`config.mk`:
```
export PLATFORM = sky130hd
export DESIGN_NAME = fpdsp_issue_ctrl
export DESIGN_NICKNAME = d
export VERILOG_FILES = /design/src/rtl/fpdsp_issue_ctrl.sv
export SDC_FILE = /design/constraint.sdc
export NUM_CORES = 1
export LEC_CHECK = 0
export ABC_AREA = 1
export ABC_CLOCK_PERIOD_IN_PS = 3700
export CORE_MARGIN = 5
export CORE_UTILIZATION = 33
export DETAILED_ROUTE_END_ITERATION = 12
export GPL_ROUTABILITY_DRIVEN = 0
export SLEW_MARGIN = 40
export SYNTH_ARGS = -nofsm -noshare
export SYNTH_HDL_FRONTEND = slang
export SYNTH_SLANG_ARGS = --single-unit
```
`constraint.sdc`:
```
create_clock -name clk -period 3.7 [get_ports clk]
set_input_delay 0.37 -clock clk [delete_from_list [all_inputs] [get_ports clk]]
set_output_delay 0.37 -clock clk [all_outputs]
set_load 0.02 [all_outputs]
```
`src/rtl/fpdsp_issue_ctrl.sv`:
```
// fpdsp_issue_ctrl: command buffer and single-outstanding issue controller for
// the iterative FP DSP unit. Commands {A, B, op, tag} are queued in a small
// FIFO. They are issued one at a time over the run/ready handshake, and each
// captured result comes back tagged on a valid/ready response stream.
// Optional feature macro: FPDSP_ISSUE_TIMEOUT_EN. It adds an issue-to-completion
// watchdog that returns a quiet-NaN "invalid" response, and a DRAIN state that
// waits out the stuck operation before the next issue.
module fpdsp_issue_ctrl #(
    parameter int DEPTH       = 4,
    parameter int TAG_W       = 4,
    parameter int TIMEOUT_CYC = 64
) (
    input  logic             clk,
    input  logic             rst,
    input  logic             cmd_valid,
    output logic             cmd_ready,
    input  logic [31:0]      cmd_a,
    input  logic [31:0]      cmd_b,
    input  logic [1:0]       cmd_op,
    input  logic [TAG_W-1:0] cmd_tag,
    output logic             dsp_run,
    output logic [31:0]      dsp_a,
    output logic [31:0]      dsp_b,
    output logic [1:0]       dsp_operation,
    input  logic [31:0]      dsp_result,
    input  logic [4:0]       dsp_flags,
    input  logic             dsp_ready,
    output logic             rsp_valid,
    input  logic             rsp_ready,
    output logic [31:0]      rsp_result,
    output logic [4:0]       rsp_flags,
    output logic [TAG_W-1:0] rsp_tag,
    output logic             rsp_timeout,
    output logic             busy
);

    localparam int PTR_W = $clog2(DEPTH);
    localparam int CNT_W = PTR_W + 1;
    localparam int ENT_W = 32 + 32 + 2 + TAG_W;

    typedef enum logic [2:0] {
        S_IDLE,
        S_ISSUE,
        S_WAIT_BUSY,
        S_WAIT_DONE,
`ifdef FPDSP_ISSUE_TIMEOUT_EN
        S_HOLD,
        S_DRAIN
`else
        S_HOLD
`endif
    } state_t;

    state_t             state_reg;
    logic [ENT_W-1:0]   fifo_mem [DEPTH];
    logic [PTR_W-1:0]   wr_ptr_reg;
    logic [PTR_W-1:0]   rd_ptr_reg;
    logic [CNT_W-1:0]   count_reg;
    logic [TAG_W-1:0]   tag_reg;
    logic               wb_cnt_reg;
    logic               push;
    logic               issue_go;
    logic               done_hit;

    assign cmd_ready = (count_reg != CNT_W'(DEPTH));
    assign push      = cmd_valid && cmd_ready;
    // The FIFO pops on the same edge that moves IDLE -> ISSUE.
    assign issue_go  = (state_reg == S_IDLE) && (count_reg != '0) && dsp_ready;
    // Completion: ready seen in WAIT_DONE, or ready never dropped after two WAIT_BUSY cycles.
    assign done_hit  = dsp_ready && ((state_reg == S_WAIT_DONE) ||
                                     ((state_reg == S_WAIT_BUSY) && wb_cnt_reg));
    assign busy      = (state_reg != S_IDLE) || (count_reg != '0);

`ifdef FPDSP_ISSUE_TIMEOUT_EN
    localparam int TO_W = $clog2(TIMEOUT_CYC + 1);
    logic [TO_W-1:0] to_cnt_reg;
    logic            to_hit;
    assign to_hit = (to_cnt_reg == TO_W'(TIMEOUT_CYC - 1));
`else
    assign rsp_timeout = 1'b0;
`endif

    // Command storage: plain array without reset so it maps onto RAM.
    always_ff @(posedge clk) begin
        if (push) begin
            fifo_mem[wr_ptr_reg] <= {cmd_a, cmd_b, cmd_op, cmd_tag};
        end
    end

    // FIFO pointers and occupancy; pointers wrap naturally since DEPTH is a power of 2.
    always_ff @(posedge clk) begin
        if (rst) begin
            wr_ptr_reg <= '0;
            rd_ptr_reg <= '0;
            count_reg  <= '0;
        end else begin
            if (push) begin
                wr_ptr_reg <= wr_ptr_reg + PTR_W'(1);
            end
            if (issue_go) begin
                rd_ptr_reg <= rd_ptr_reg + PTR_W'(1);
            end
            if (push && !issue_go) begin
                count_reg <= count_reg + CNT_W'(1);
            end else if (!push && issue_go) begin
                count_reg <= count_reg - CNT_W'(1);
            end
        end
    end

    // Issue FSM with registered FP DSP and response outputs.
    always_ff @(posedge clk) begin
        if (rst) begin
            state_reg     <= S_IDLE;
            dsp_run       <= 1'b0;
            dsp_a         <= '0;
            dsp_b         <= '0;
            dsp_operation <= '0;
            tag_reg       <= '0;
            wb_cnt_reg    <= 1'b0;
            rsp_valid     <= 1'b0;
            rsp_result    <= '0;
            rsp_flags     <= '0;
            rsp_tag       <= '0;
`ifdef FPDSP_ISSUE_TIMEOUT_EN
            rsp_timeout   <= 1'b0;
            to_cnt_reg    <= '0;
`endif
        end else begin
            case (state_reg)
                S_IDLE: begin
                    if (issue_go) begin
                        {dsp_a, dsp_b, dsp_operation, tag_reg} <= fifo_mem[rd_ptr_reg];
                        dsp_run   <= 1'b1;
                        state_reg <= S_ISSUE;
                    end
                end
                S_ISSUE: begin
                    dsp_run    <= 1'b0;
                    wb_cnt_reg <= 1'b0;
`ifdef FPDSP_ISSUE_TIMEOUT_EN
                    to_cnt_reg <= '0;
`endif
                    state_reg  <= S_WAIT_BUSY;
                end
                S_WAIT_BUSY, S_WAIT_DONE: begin
                    if (done_hit) begin
                        rsp_result  <= dsp_result;
                        rsp_flags   <= dsp_flags;
                        rsp_tag     <= tag_reg;
                        rsp_valid   <= 1'b1;
`ifdef FPDSP_ISSUE_TIMEOUT_EN
                        rsp_timeout <= 1'b0;
`endif
                        state_reg   <= S_HOLD;
`ifdef FPDSP_ISSUE_TIMEOUT_EN
                    end else if (to_hit) begin
                        rsp_result  <= 32'h7FC0_0000;
                        rsp_flags   <= 5'b10000;
                        rsp_tag     <= tag_reg;
                        rsp_timeout <= 1'b1;
                        rsp_valid   <= 1'b1;
                        state_reg   <= S_HOLD;
`endif
                    end else begin
                        if (state_reg == S_WAIT_BUSY) begin
                            if (!dsp_ready) begin
                                state_reg <= S_WAIT_DONE;
                            end else begin
                                wb_cnt_reg <= 1'b1;
                            end
                        end
`ifdef FPDSP_ISSUE_TIMEOUT_EN
                        to_cnt_reg <= to_cnt_reg + TO_W'(1);
`endif
                    end
                end
                S_HOLD: begin
                    if (rsp_ready) begin
                        rsp_valid <= 1'b0;
`ifdef FPDSP_ISSUE_TIMEOUT_EN
                        state_reg <= rsp_timeout ? S_DRAIN : S_IDLE;
`else
                        state_reg <= S_IDLE;
`endif
                    end
                end
`ifdef FPDSP_ISSUE_TIMEOUT_EN
                S_DRAIN: begin
                    if (dsp_ready) begin
                        state_reg <= S_IDLE;
                    end
                end
`endif
                default: state_reg <= S_IDLE;
            endcase
        end
    end

endmodule

```
### Word-level counts from Yosys, hierarchy flattened

Memories as Yosys holds them, arrays and structs flattened. A register that Yosys moved wholly into a read port is not among the register bits.
Index checks and enable logic that the tools add are counted.
W data, S select, Z words.

| word-level totals | value |
|---|---|
| register bits after elaboration | 54 |
| memory bits (writable) | 280 |
| input port bits | 112 |
| output and inout bits | 112 |
| word-level logic and storage cells | 72 |
| memories | 1 |

Memory list:

| name | words | width | read ports | clocked after Yosys merged registers in | write ports | line | text |
|---|---|---|---|---|---|---|---|
| fifo_mem | 4 | 70 | 1 | 1 | 1 | 55 | `logic [ENT_W-1:0] fifo_mem [DEPTH];` |

| operators by class | value |
|---|---|
| add/sub/neg operators | 4 |
| equal/unequal tests | 13 |
| mux-type cells | 19 |
| reductions and logical operators | 25 |

Operator list:

| operator | count |
|---|---|
| $mux W3 | 7 |
| $ne A2 B2 Y1 const B | 6 |
| $pmux W3 S4 | 1 |
| $ne A3 B3 Y1 const B | 3 |
| $mux W1 | 8 |
| $reduce_and A4 Y1 | 2 |
| $reduce_bool A2 Y1 | 4 |
| $logic_and A1 B1 Y1 | 7 |
| $eq A3 B2 Y1 const B | 2 |
| $pmux W1 S2 | 3 |
| $reduce_and A2 Y1 | 3 |
| $reduce_bool A3 Y1 | 2 |
| $add A2 B1 Y2 const B | 2 |
| $add A3 B1 Y3 const B | 1 |
| $eq A3 B1 Y1 const B | 1 |
| $eq A3 B3 Y1 const B | 1 |
| $logic_not A3 Y1 | 1 |
| $reduce_and A3 Y1 | 1 |
| $sub A3 B1 Y3 const B | 1 |
| $logic_not A1 Y1 | 2 |
| $logic_or A1 B1 Y1 | 2 |
| $reduce_or A2 Y1 | 1 |

### Logic depth before layout (Yosys ltp)

Gate-level depths: netlist of the first run.

| logic depth | value |
|---|---|
| depth after elaboration | 6 |
| depth in mapped cells | 13 |
| gate-level depth less buffers | 12 |

### Least setup slack after synthesis of the first run

Ideal clock, no wire load.

| timing path | value |
|---|---|
| path type | register to register |
| from | reg count_reg[0] |
| to | mem fifo_mem[0][0] (netlist bit), enable pin |
| setup time | 0.499 ns |
| arrival | 3.789 ns |
| required time | 3.201 ns |
| path slack | -0.588 ns |
| stages on the path, launching flop included | 5 |
| buffers on the path | 0 |
| clock period less this slack | 4.288 ns |
| cells stage by stage | dfxtp_1 > inv_1 > nand3_1 > nand2_1 > nor2_1 |

| on the way | value |
|---|---|
| cells in the longest elaborated chain, start to end | 4 |

RTL lines:

| what | line | text |
|---|---|---|
| start: declaration | 58 | `logic [CNT_W-1:0] count_reg;` |
| start signal: assignment | 104 | `count_reg <= count_reg + CNT_W'(1);` |
| start signal: assignment | 106 | `count_reg <= count_reg - CNT_W'(1);` |
| $ne A3 B3 Y1 | 65 | `assign cmd_ready = (count_reg != CNT_W'(DEPTH));` |
| named net cmd_ready | 16 | `output logic cmd_ready,` |
| $logic_and A1 B1 Y1 | 66 | `assign push = cmd_valid && cmd_ready;` |
| $mux W1 | 85 | `if (push) begin` |
| $mux W1 (not written as such) | 86 | `fifo_mem[wr_ptr_reg] <= {cmd_a, cmd_b, cmd_op, cmd_tag};` |
| end: declaration | 55 |  |

The timed path passes the listed nets, and every way through them passes these cells.

### Worst setup path in the final report of the first run

| timing path | value |
|---|---|
| from | reg state_reg[2] |
| to | out busy |

| on the way | value |
|---|---|
| cells in the longest elaborated chain, start to end | 2 |

RTL lines:

| what | line | text |
|---|---|---|
| start: declaration | 54 | `state_t state_reg;` |
| start signal: assignment | 114 | `state_reg <= S_IDLE;` |
| start signal: assignment | 135 | `state_reg <= S_ISSUE;` |
| start signal: assignment | 144 | `state_reg <= S_WAIT_BUSY;` |
| $reduce_bool A3 Y1 | 72 | `assign busy = (state_reg != S_IDLE) \|\| (count_reg != '0);` |
| $logic_or A1 B1 Y1 | 72 |  |
| end: declaration | 34 | `output logic busy` |

No other way between the ends.

==> results.json, run 1 <==
{
  "end_kind": "primary output",
  "r2r-start": "count_reg[0]",
  "outcome": "finished clean",
  "setup_tns_ns": 0,
  "drive_above_1_share": 0.0614,
  "cts-buffers-inserted": 44,
  "pwr-share-seq": 0.439,
  "peakVddDrop_mv": 0.370,
  "path_class": "flop to primary output",
  "p_sw_frac": 0.305,
  "synth_simple_gate_area_frac": 0.107,
  "crit_start": "state_reg[2]",
  "mostFrequentLayoutCells": "280 x edfxtp_1, 243 x nand2_1, 221 x clkdlybuf4s50_1",
  "cts_tree": "yes",
  "wl_per_cell_um": 17.8,
  "post_cts_buffers": 0,
  "core_mm2": 0.0442,
  "vias_per_cell": 4.82,
  "first_iter_violations": 545,
  "cts_root_buf": "clkbuf_16",
  "p_clk_frac": 0.316,
  "combPwrFrac": 0.245,
  "start_kind": "flop",
  "min_period_over_period": 0.662,
  "fp.dieH_um": 222,
  "synth_top_cell_area_share": 0.569,
  "rows": 77,
  "postCtsHoldBufs": 0,
  "synth_fa_ha_area_frac": 0.00559,
  "skew_ns": 0.0159,
  "largest_reg_flops": 280,
  "initial_core_util": 0.334,
  "dp_hpwl_mm": 21.4,
  "grt-busiest-layer": "met2",
  "clkTransAtPathRegs_ns": 0.05,
  "ios": 224,
  "grt_pass1_wl_mm": 57.8,
  "fmax_ghz": 0.408,
  "postLayoutCoreUtil": 0.429,
  "cp.required_ns": 3.33,
  "drt_wl_total_mm": 37.3,
  "track_usage": 0.148,
  "whs_path_depth": 3,
  "die-area_mm2": 0.0491,
  "r2r.worst_path.cells": 11,
  "cts_resized": 0,
  "critPathMaxFanout": 5,
  "dieWidth_um": 222,
  "rr_endpoint": "count_reg[2]",
  "synth-xor-area-share": 0.000593,
  "finalMaxSlewViolations": 0,
  "met3_usage": 0.0446,
  "maxCapViolCount": 0,
  "yosys_warnings": 0,
  "antenna_found_initial": 5,
  "fin_area_mm2": 0.0190,
  "switching_power_uw": 3980,
  "overflow": 0,
  "drt_first_pass_iters": 4,
  "leakage_uw": 0.00630,
  "crit_arrival_ns": 2.08,
  "ant_nets": 0,
  "min_path_type": "input pin to flop",
  "seq_area_frac_synth": 0.737,
  "grt_setup_unrepaired": "false",
  "final_common_cell": "edfxtp_1",
  "syn_nets": 1378,
  "p_int_uw": 9060,
  "crit_end": "busy",
  "clkSinkCount": 404,
  "syn_inst": 1260,
  "finalSetupViolCount": 0,
  "synth_top_family_by_area": "compound AO/OA/AOI/OAI gates",
  "muxShareOfSynthArea": 0,
  "drc_errors": 0,
  "finalHoldViolations": 0,
  "rrSetupSlack_ns": 1.39,
  "fin_crit_ns": 2.45,
  "port_buffers": 222,
  "grtUsageMet1": 0.193,
  "place_area_mm2": 0.0176,
  "grtUsageMet2": 0.239,
  "area_delta_synth_final_pct": 28.3,
  "insertion_delay_ns": 0.55,
  "nNetsFinal": 1585,
  "ys_top_cells_by_area": "edfxtp_1 57%, dfxtp_1 17%, nand2_1 6.2%",
  "h-tree-depth": 2,
  "via_count": 10100,
  "synth_area_mm2": 0.0148,
  "powerDensity_mw_per_mm2": 687,
  "tightestPinTransition_ns": 0.776,
  "yosysTopAreaCell": "edfxtp_1",
  "synth_seq_cells": 404,
  "synth_compound_area_frac": 0.120,
  "synth.avg_cell_area_um2": 11.7,
  "clockBufferDepth": 3,
  "regMostFlops": "fifo_mem",
  "synth.distinct_cells": 27,
  "grt_pass1_vias": 9904,
  "slew_headroom": 0.483,
  "grt_max_degree": 90
}
==> final cells by class <==
type / count / area, um^2
inverter: 22 / 86.3
clock inverter: 10 / 103
fill: 4106 / 25300
tap: 592 / 741
multi-input combinational: 753 / 3470
sequential: 404 / 10900
timing repair buffer: 242 / 2430
clock buffer: 68 / 1240
antenna: 2 / 5.00
==> power groups by stage <==
stage | sequential, uW | combinational (uW) | clock [uW]
final | 5730 | 3190 | 4120
after global routing | 5790 | 3550 | 4450
after CTS | 5730 | 3250 | 4250
after detailed placement | 5820 | 3240 | 0
after global placement | 5810 | 3190 | 0
after floorplan | 6070 | 1650 | 0
==> critical path, stage by stage, from the launching register on <==
cell and delay [ns]:
dfxtp_1 0.36, nor2_2 0.18, nand2_2 0.11, or2_2 0.32, clkdlybuf4s50_1 0.56
==> per-layer routing <==
| layer | up-vias | wire (um) |
|---|---|---|
| met5 | - | 41 |
| met4 | 8 | 777 |
| met3 | 70 | 2420 |
| met2 | 258 | 17200 |
| met1 | 4883 | 16900 |
| li1 | 4860 | - |
==> metrics by stage <==
step           std cells  power (uW)  hold slack [ns]  setup WS, ns
2_1_floorplan       1260        7730            0.439        -0.588
3_3_place_gp        2012        9000            0.448          1.09
3_5_place_dp        2013        9070            0.453          1.11
4_1_cts             2091       13200            0.328          1.20
5_1_grt             2091       13800            0.357          1.13
6_report            2093       13000            0.374          1.25
==> cell usage after synthesis (all sizes together) <==
library cell  count
a211oi            2
a21oi           120
buf              42
clkbuf           39
conb              1
dfxtp           124
edfxtp          280
fa                1
ha                5
inv              22
nand2           245
nand3             4
nand4             1
nor2            157
nor3              2
nor3b             1
o21a              1
o21ai           141
o22ai            70
or2               1
xor2              1
==> worst min path at each step <==
stage / from / to / slack, ns
floorplan: tag_reg[0] / rsp_tag[0] / 0.44
global placement: tag_reg[2] / rsp_tag[2] / 0.45
detailed placement: tag_reg[2] / rsp_tag[2] / 0.45
CTS: dsp_result[6] / rsp_result[6] / 0.33
global route: dsp_result[19] / rsp_result[19] / 0.36
finish: dsp_result[6] / rsp_result[6] / 0.37
==> cell families after synthesis <==
logic type               Yosys count
adder cells (fa/ha/maj)            6
AND/OR/NAND/NOR                  411
flip-flops                       404
AO/OA/AOI/OAI                    334
other                              1
XOR/XNOR                           1
buffers and inverters            103
No activity file was read; power rests on OpenSTA's default activity.
==> run 2: changes to the inputs <==
--- a/config.mk
+++ b/config.mk
@@ -6,7 +6,7 @@
 export NUM_CORES = 1
 export LEC_CHECK = 0
 export ABC_AREA = 1
-export ABC_CLOCK_PERIOD_IN_PS = 3700
+export ABC_CLOCK_PERIOD_IN_PS = 2200
 export CORE_MARGIN = 5
 export CORE_UTILIZATION = 33
 export DETAILED_ROUTE_END_ITERATION = 12
==> constraint.sdc (replaced) <==
create_clock -name clk -period 2.2 [get_ports clk]
set_input_delay 0.22 -clock clk [delete_from_list [all_inputs] [get_ports clk]]
set_output_delay 0.22 -clock clk [all_outputs]
set_load 0.02 [all_outputs]
==> run 2 against run 1 <==
  * Global-route usage is 0.13 points lower
  * Clock skew is 0.0053 ns higher
  * Clock-buffer cell count is 13 lower
  * Total power is 73% higher
  * Non-clock buffer count is 11 higher
  * Routed wire length is 1.3% lower
  * Final cell count is 0.62% higher
  * Critical path type unchanged
  * Largest power group unchanged
==> results.json, run 2 (synthesized netlist as in run 1, its figures left out) <==
{
  "finalMaxSlewViolations": 0,
  "maxCapViolCount": 0,
  "r2r-start": "count_reg[1]",
  "die-area_mm2": 0.0491,
  "skew_ns": 0.0212,
  "layoutNonFillerInstCount": 2106,
  "whs_path_depth": 2,
  "wl_per_cell_um": 17.5,
  "drt_first_pass_iters": 4,
  "fp.dieH_um": 222,
  "min_path_type": "input pin to flop",
  "fin_crit_ns": 2.08,
  "cts_root_buf": "clkbuf_16",
  "highest_layer": "met5",
  "ios": 224,
  "place_inst": 2024,
  "rows": 77,
  "cp.required_ns": 1.98,
  "antenna_cells": 0,
  "first_iter_violations": 570,
  "core_mm2": 0.0442,
  "path_class": "flop to primary output",
  "drive_above_1_share": 0.0793,
  "slew_headroom": 0.555,
  "insertion_delay_ns": 0.56,
  "met2_length_mm": 17.1,
  "min_period_over_period": 0.946,
  "hold_end": "dsp_run",
  "clkTransAtPathRegs_ns": 0.06,
  "initial_core_util": 0.334,
  "hold_start": "rst",
  "mostFrequentLayoutCells": "280 x edfxtp_1, 242 x nand2_1, 220 x clkdlybuf4s50_1",
  "wl_met1_mm": 16.8,
  "start_kind": "flop",
  "drt_wl_total_mm": 36.8,
  "port_buffers": 222,
  "nNetsFinal": 1596,
  "grt_max_degree": 92,
  "fmax_ghz": 0.480,
  "cp_top_family": "simple AND/OR/NAND/NOR gates",
  "clockBufferDepth": 3,
  "cts_tree": "yes",
  "grt_pass1_wl_mm": 57.3,
  "crit_arrival_ns": 1.86,
  "cts-buffers-inserted": 44,
  "path_cells": "nor2_2 -> nand2_2 -> or2_2 -> dlygate4sd2_1",
  "slowest_delay_ns": 0.36,
  "clkSinkCount": 404,
  "setup_tns_ns": 0,
  "powerDensity_mw_per_mm2": 1170,
  "critPathBufInv": 1,
  "dieWidth_um": 222,
  "dp_hpwl_mm": 21.8,
  "end_kind": "primary output",
  "grt_pass1_vias": 9848,
  "h-tree-depth": 2,
  "grt_setup_unrepaired": "false",
  "finalSetupViolCount": 0,
  "peakVddDrop_mv": 0.670,
  "r2r.worst_path.cells": 12,
  "drc_errors": 0,
  "vias_per_cell": 4.74,
  "post_cts_buffers": 0,
  "critPathMaxFanout": 5,
  "tightestPinTransition_ns": 0.668,
  "met3_length_mm": 2.21,
  "cp_slowest_cell": "dfxtp_1",
  "final_common_cell": "edfxtp_1",
  "antenna_found_initial": 5,
  "area_delta_synth_final_pct": 31.2,
  "overflow": 0,
  "track_usage": 0.146,
  "ant_nets": 0,
  "regMostFlops": "fifo_mem",
  "postCtsHoldBufs": 0,
  "leakage_uw": 0.00647,
  "finalHoldViolations": 0,
  "rrSetupSlack_ns": 0.22,
  "via_count": 9992,
  "outcome": "finished clean",
  "largest_reg_flops": 280,
  "rr_endpoint": "count_reg[2]"
}
-- run 2: cell count changes in the layout (fill, tap and decap cells not counted), moves of 2 or more --
cell | previous run | this run
buf_12 | 4 | 20
buf_4 | 15 | 11
bufinv_16 | 2 | 5
clkbuf_1 | 20 | 7
clkinv_1 | 4 | 6
clkinv_2 | 3 | 8
clkinvlp_4 | 0 | 3
diode_2 | 2 | 0
inv_6 | 0 | 2
-- run 2: final cells by class --
type	count	area, um^2
clock buffer	55	1190
clock inverter	27	279
fill	4078	24800
inverter	22	86.3
multi-input combinational	753	3490
sequential	404	10900
tap	592	741
timing repair buffer	253	2710
-- run 2: timing repair --
action / 4_1_cts / 5_1_grt
hold endpoints to repair: 0 / 0
setup endpoints to repair: 1 / 0
gates resized for setup: 1 / 0
-- run 2: worst max path at each step --
| stage | slack (ns) | to | depth (start not counted) | startpoint |
|---|---|---|---|---|
| 2_1_floorplan | 0.02 | fifo_mem[0][0] | 4 | count_reg[0] |
| 5_1_grt | 0.006 | busy | 4 | state_reg[2] |
| 4_1_cts | 0.05 | busy | 4 | state_reg[2] |
| 3_3_place_gp | 0.05 | count_reg[2] | 10 | cmd_valid |
| 6_report | 0.12 | busy | 4 | state_reg[2] |
| 3_5_place_dp | 0.07 | count_reg[2] | 11 | dsp_ready |
-- run 2: power by group --
| group | switching [uW] | internal, uW | leakage (uW) |
|---|---|---|---|
| sequential | 395 | 9190 | 0.00357 |
| clock | 2960 | 4450 | 0.000714 |
| combinational | 3500 | 2120 | 0.00219 |
-- run 2: layer usage --
| metal | track usage | vias up |
|---|---|---|
| li1 | - | 4872 |
| met3 | 0.0381 | 54 |
| met5 | 0 | - |
| met4 | 0.0414 | 8 |
| met2 | 0.237 | 258 |
| met1 | 0.195 | 4800 |
-- run 2: through the flow --
| step | util | power [uW] | worst slack, ns | hold slack (ns) | instance area (um^2) |
|---|---|---|---|---|---|
| floorplan | - | 13000 | 0.0245 | 0.319 | 14800 |
| global placement | 0.405 | 15400 | 0.0453 | 0.451 | 17900 |
| detailed placement | 0.405 | 15500 | 0.0735 | 0.456 | 17900 |
| CTS | 0.438 | 23000 | 0.0485 | 0.0232 | 19400 |
| global route | 0.438 | 23900 | 0.00601 | 0.0701 | 19400 |
| finish | 0.438 | 22600 | 0.119 | 0.0684 | 19400 |
==> run 3: changes to the inputs <==
--- a/config.mk
+++ b/config.mk
@@ -7,10 +7,12 @@
 export LEC_CHECK = 0
 export ABC_AREA = 1
 export ABC_CLOCK_PERIOD_IN_PS = 2200
+export CAP_MARGIN = 15
 export CORE_MARGIN = 5
 export CORE_UTILIZATION = 33
 export DETAILED_ROUTE_END_ITERATION = 12
 export GPL_ROUTABILITY_DRIVEN = 0
+export SETUP_SLACK_MARGIN = 0.2
 export SLEW_MARGIN = 40
 export SYNTH_ARGS = -nofsm -noshare
 export SYNTH_HDL_FRONTEND = slang
==> run 3 against run 2 <==
  * Via count up 0.96%
  * Flip-flop and latch count unchanged
  * Largest cell class unchanged
  * Total power down 0.99%
  * Combinational power about the same
  * Highest routed layer unchanged
  * Final cell count down 0.14%
  * Clock skew down 0.0087 ns
  * Critical path depth up 7
==> results.json, run 3 (synthesized netlist as in run 1, its figures left out) <==
{
  "first_iter_violations": 564,
  "start_kind": "flop",
  "ios": 224,
  "h-tree-depth": 2,
  "tightestPinTransition_ns": 0.502,
  "area_delta_synth_final_pct": 30.6,
  "path_class": "flop to flop",
  "insertion_delay_ns": 0.55,
  "grt_pass1_wl_mm": 57.4,
  "core_mm2": 0.0442,
  "powerDensity_mw_per_mm2": 1160,
  "finalHoldViolations": 0,
  "skew_ns": 0.0125,
  "postLayoutCoreUtil": 0.437,
  "finalSetupViolCount": 0,
  "mostFrequentLayoutCells": "280 x edfxtp_1, 241 x nand2_1, 219 x clkdlybuf4s50_1",
  "clkTransAtPathRegs_ns": 0.06,
  "maxCapViolCount": 0,
  "nNetsFinal": 1593,
  "grt_max_degree": 73,
  "rows": 77,
  "die-area_mm2": 0.0491,
  "fillers": 4091,
  "via_count": 10100,
  "min_path_type": "input pin to flop",
  "cts_root_buf": "clkbuf_16",
  "cp.required_ns": 2.69,
  "largest_reg_flops": 280,
  "cp_slowest_cell": "dfxtp_1",
  "slew_headroom": 0.666,
  "peakVddDrop_mv": 0.612,
  "overflow": 0,
  "port_buffers": 222,
  "slowest_delay_ns": 0.39,
  "clockBufferDepth": 3,
  "critPathBufInv": 3,
  "wl_per_cell_um": 17.5,
  "clkSinkCount": 404,
  "drc_errors": 0,
  "fin_crit_ns": 1.87,
  "critPathMaxFanout": 5,
  "grt_pass1_vias": 9796,
  "rrSetupSlack_ns": 0.33,
  "track_usage": 0.146,
  "min_period_over_period": 0.849,
  "finalMaxSlewViolations": 0,
  "postCtsHoldBufs": 0,
  "regMostFlops": "fifo_mem",
  "final_common_cell": "edfxtp_1",
  "cts_tree": "yes",
  "drive_above_1_share": 0.0822,
  "cts-buffers-inserted": 44,
  "antenna_found_initial": 4,
  "end_kind": "flop",
  "ant_nets": 0,
  "dp_hpwl_mm": 21.3,
  "cp_top_family": "adder cells",
  "leakage_uw": 0.00642,
  "drt_first_pass_iters": 4,
  "fp.dieH_um": 222,
  "crit_arrival_ns": 2.36,
  "initial_core_util": 0.334,
  "path_cells": "inv_1 -> nand2_2 -> nor2_4 -> clkinv_2 -> ha_1 -> inv_2 -> fa_2 -> a21oi_2 -> o21ai_1 -> a21oi_1 -> o21a_1",
  "dieWidth_um": 222,
  "grt_setup_unrepaired": "false",
  "fmax_ghz": 0.535,
  "outcome": "finished clean",
  "drt_wl_total_mm": 36.8,
  "vias_per_cell": 4.80,
  "setup_tns_ns": 0
}
## run 3: changes by cell type in the layout (fill, tap and decap cells not counted), sizes merged
cell / before / now
clkbuf: 55 / 54
bufinv: 5 / 3
clkdlybuf4s50: 220 / 219
diode: 0 / 2
clkinv: 17 / 20
clkinvlp: 4 / 2
buf: 32 / 30
## run 3: metrics by stage
step	power, uW	cells	worst slack (ns)	hold WS, ns	cell area [um^2]
2_1_floorplan	13000	1260	0.0932	0.319	14800
3_3_place_gp	15400	2019	0.0342	0.451	17900
3_5_place_dp	15500	2019	0.0491	0.455	17900
4_1_cts	22700	2100	0.202	0.0765	19300
5_1_grt	23600	2101	0.167	0.126	19300
6_report	22400	2103	0.333	0.121	19300
## run 3: area by class of cell
cell class              instances  area, um^2  share of cell area
well taps                     592         741              0.0384
repair buffers                250        2650               0.137
inverters                      22        86.3             0.00447
clock buffers                  54        1200              0.0622
clock inverters                26         213              0.0110
diodes                          2        5.00            0.000259
flip-flops and latches        404       10900               0.565
multi-input cells             753        3510               0.182
## run 3: final timing paths
check / endpoint / startpoint / cells after the start
setup / recovery: count_reg[2] / state_reg[1] / 11
hold / removal: dsp_run / rst / 2
hold reg to reg: dsp_b[3] / dsp_b[3] / 2
setup reg to reg: count_reg[2] / state_reg[1] / 11
## run 3: timing repair
action | in CTS | in global routing
setup endpoints to repair | 2 | 3
resized for setup | 4 | 10
buffers inserted | 1 | 1
pin swaps | 1 | 1
## run 3: per-layer routing
| metal | wire length (um) | share of wire | vias to the layer above | global-route usage |
|---|---|---|---|---|
| met5 | 23 | 0.00062 | - | 0 |
| li1 | - | - | 4882 | - |
| met4 | 881 | 0.024 | 4 | 0.0463 |
| met2 | 16700 | 0.45 | 276 | 0.233 |
| met1 | 16800 | 0.46 | 4865 | 0.194 |
| met3 | 2430 | 0.066 | 61 | 0.0401 |
## run 3: worst register-to-register path, delay by kind of cell, from the launching register on
kind / cells / cell delay (ns)
and+or+nand+nor: 2 / 0.19
DFF: 1 / 0.39
AOI/OAI and AO/OA: 4 / 0.50
buffers and inverters: 3 / 0.24
adders and majority gates: 2 / 0.51
## run 3: power by group
part	internal (uW)	total (uW)	switching [uW]
clock	4240	7140	2900
sequential	9190	9650	454
combinational	2130	5590	3460
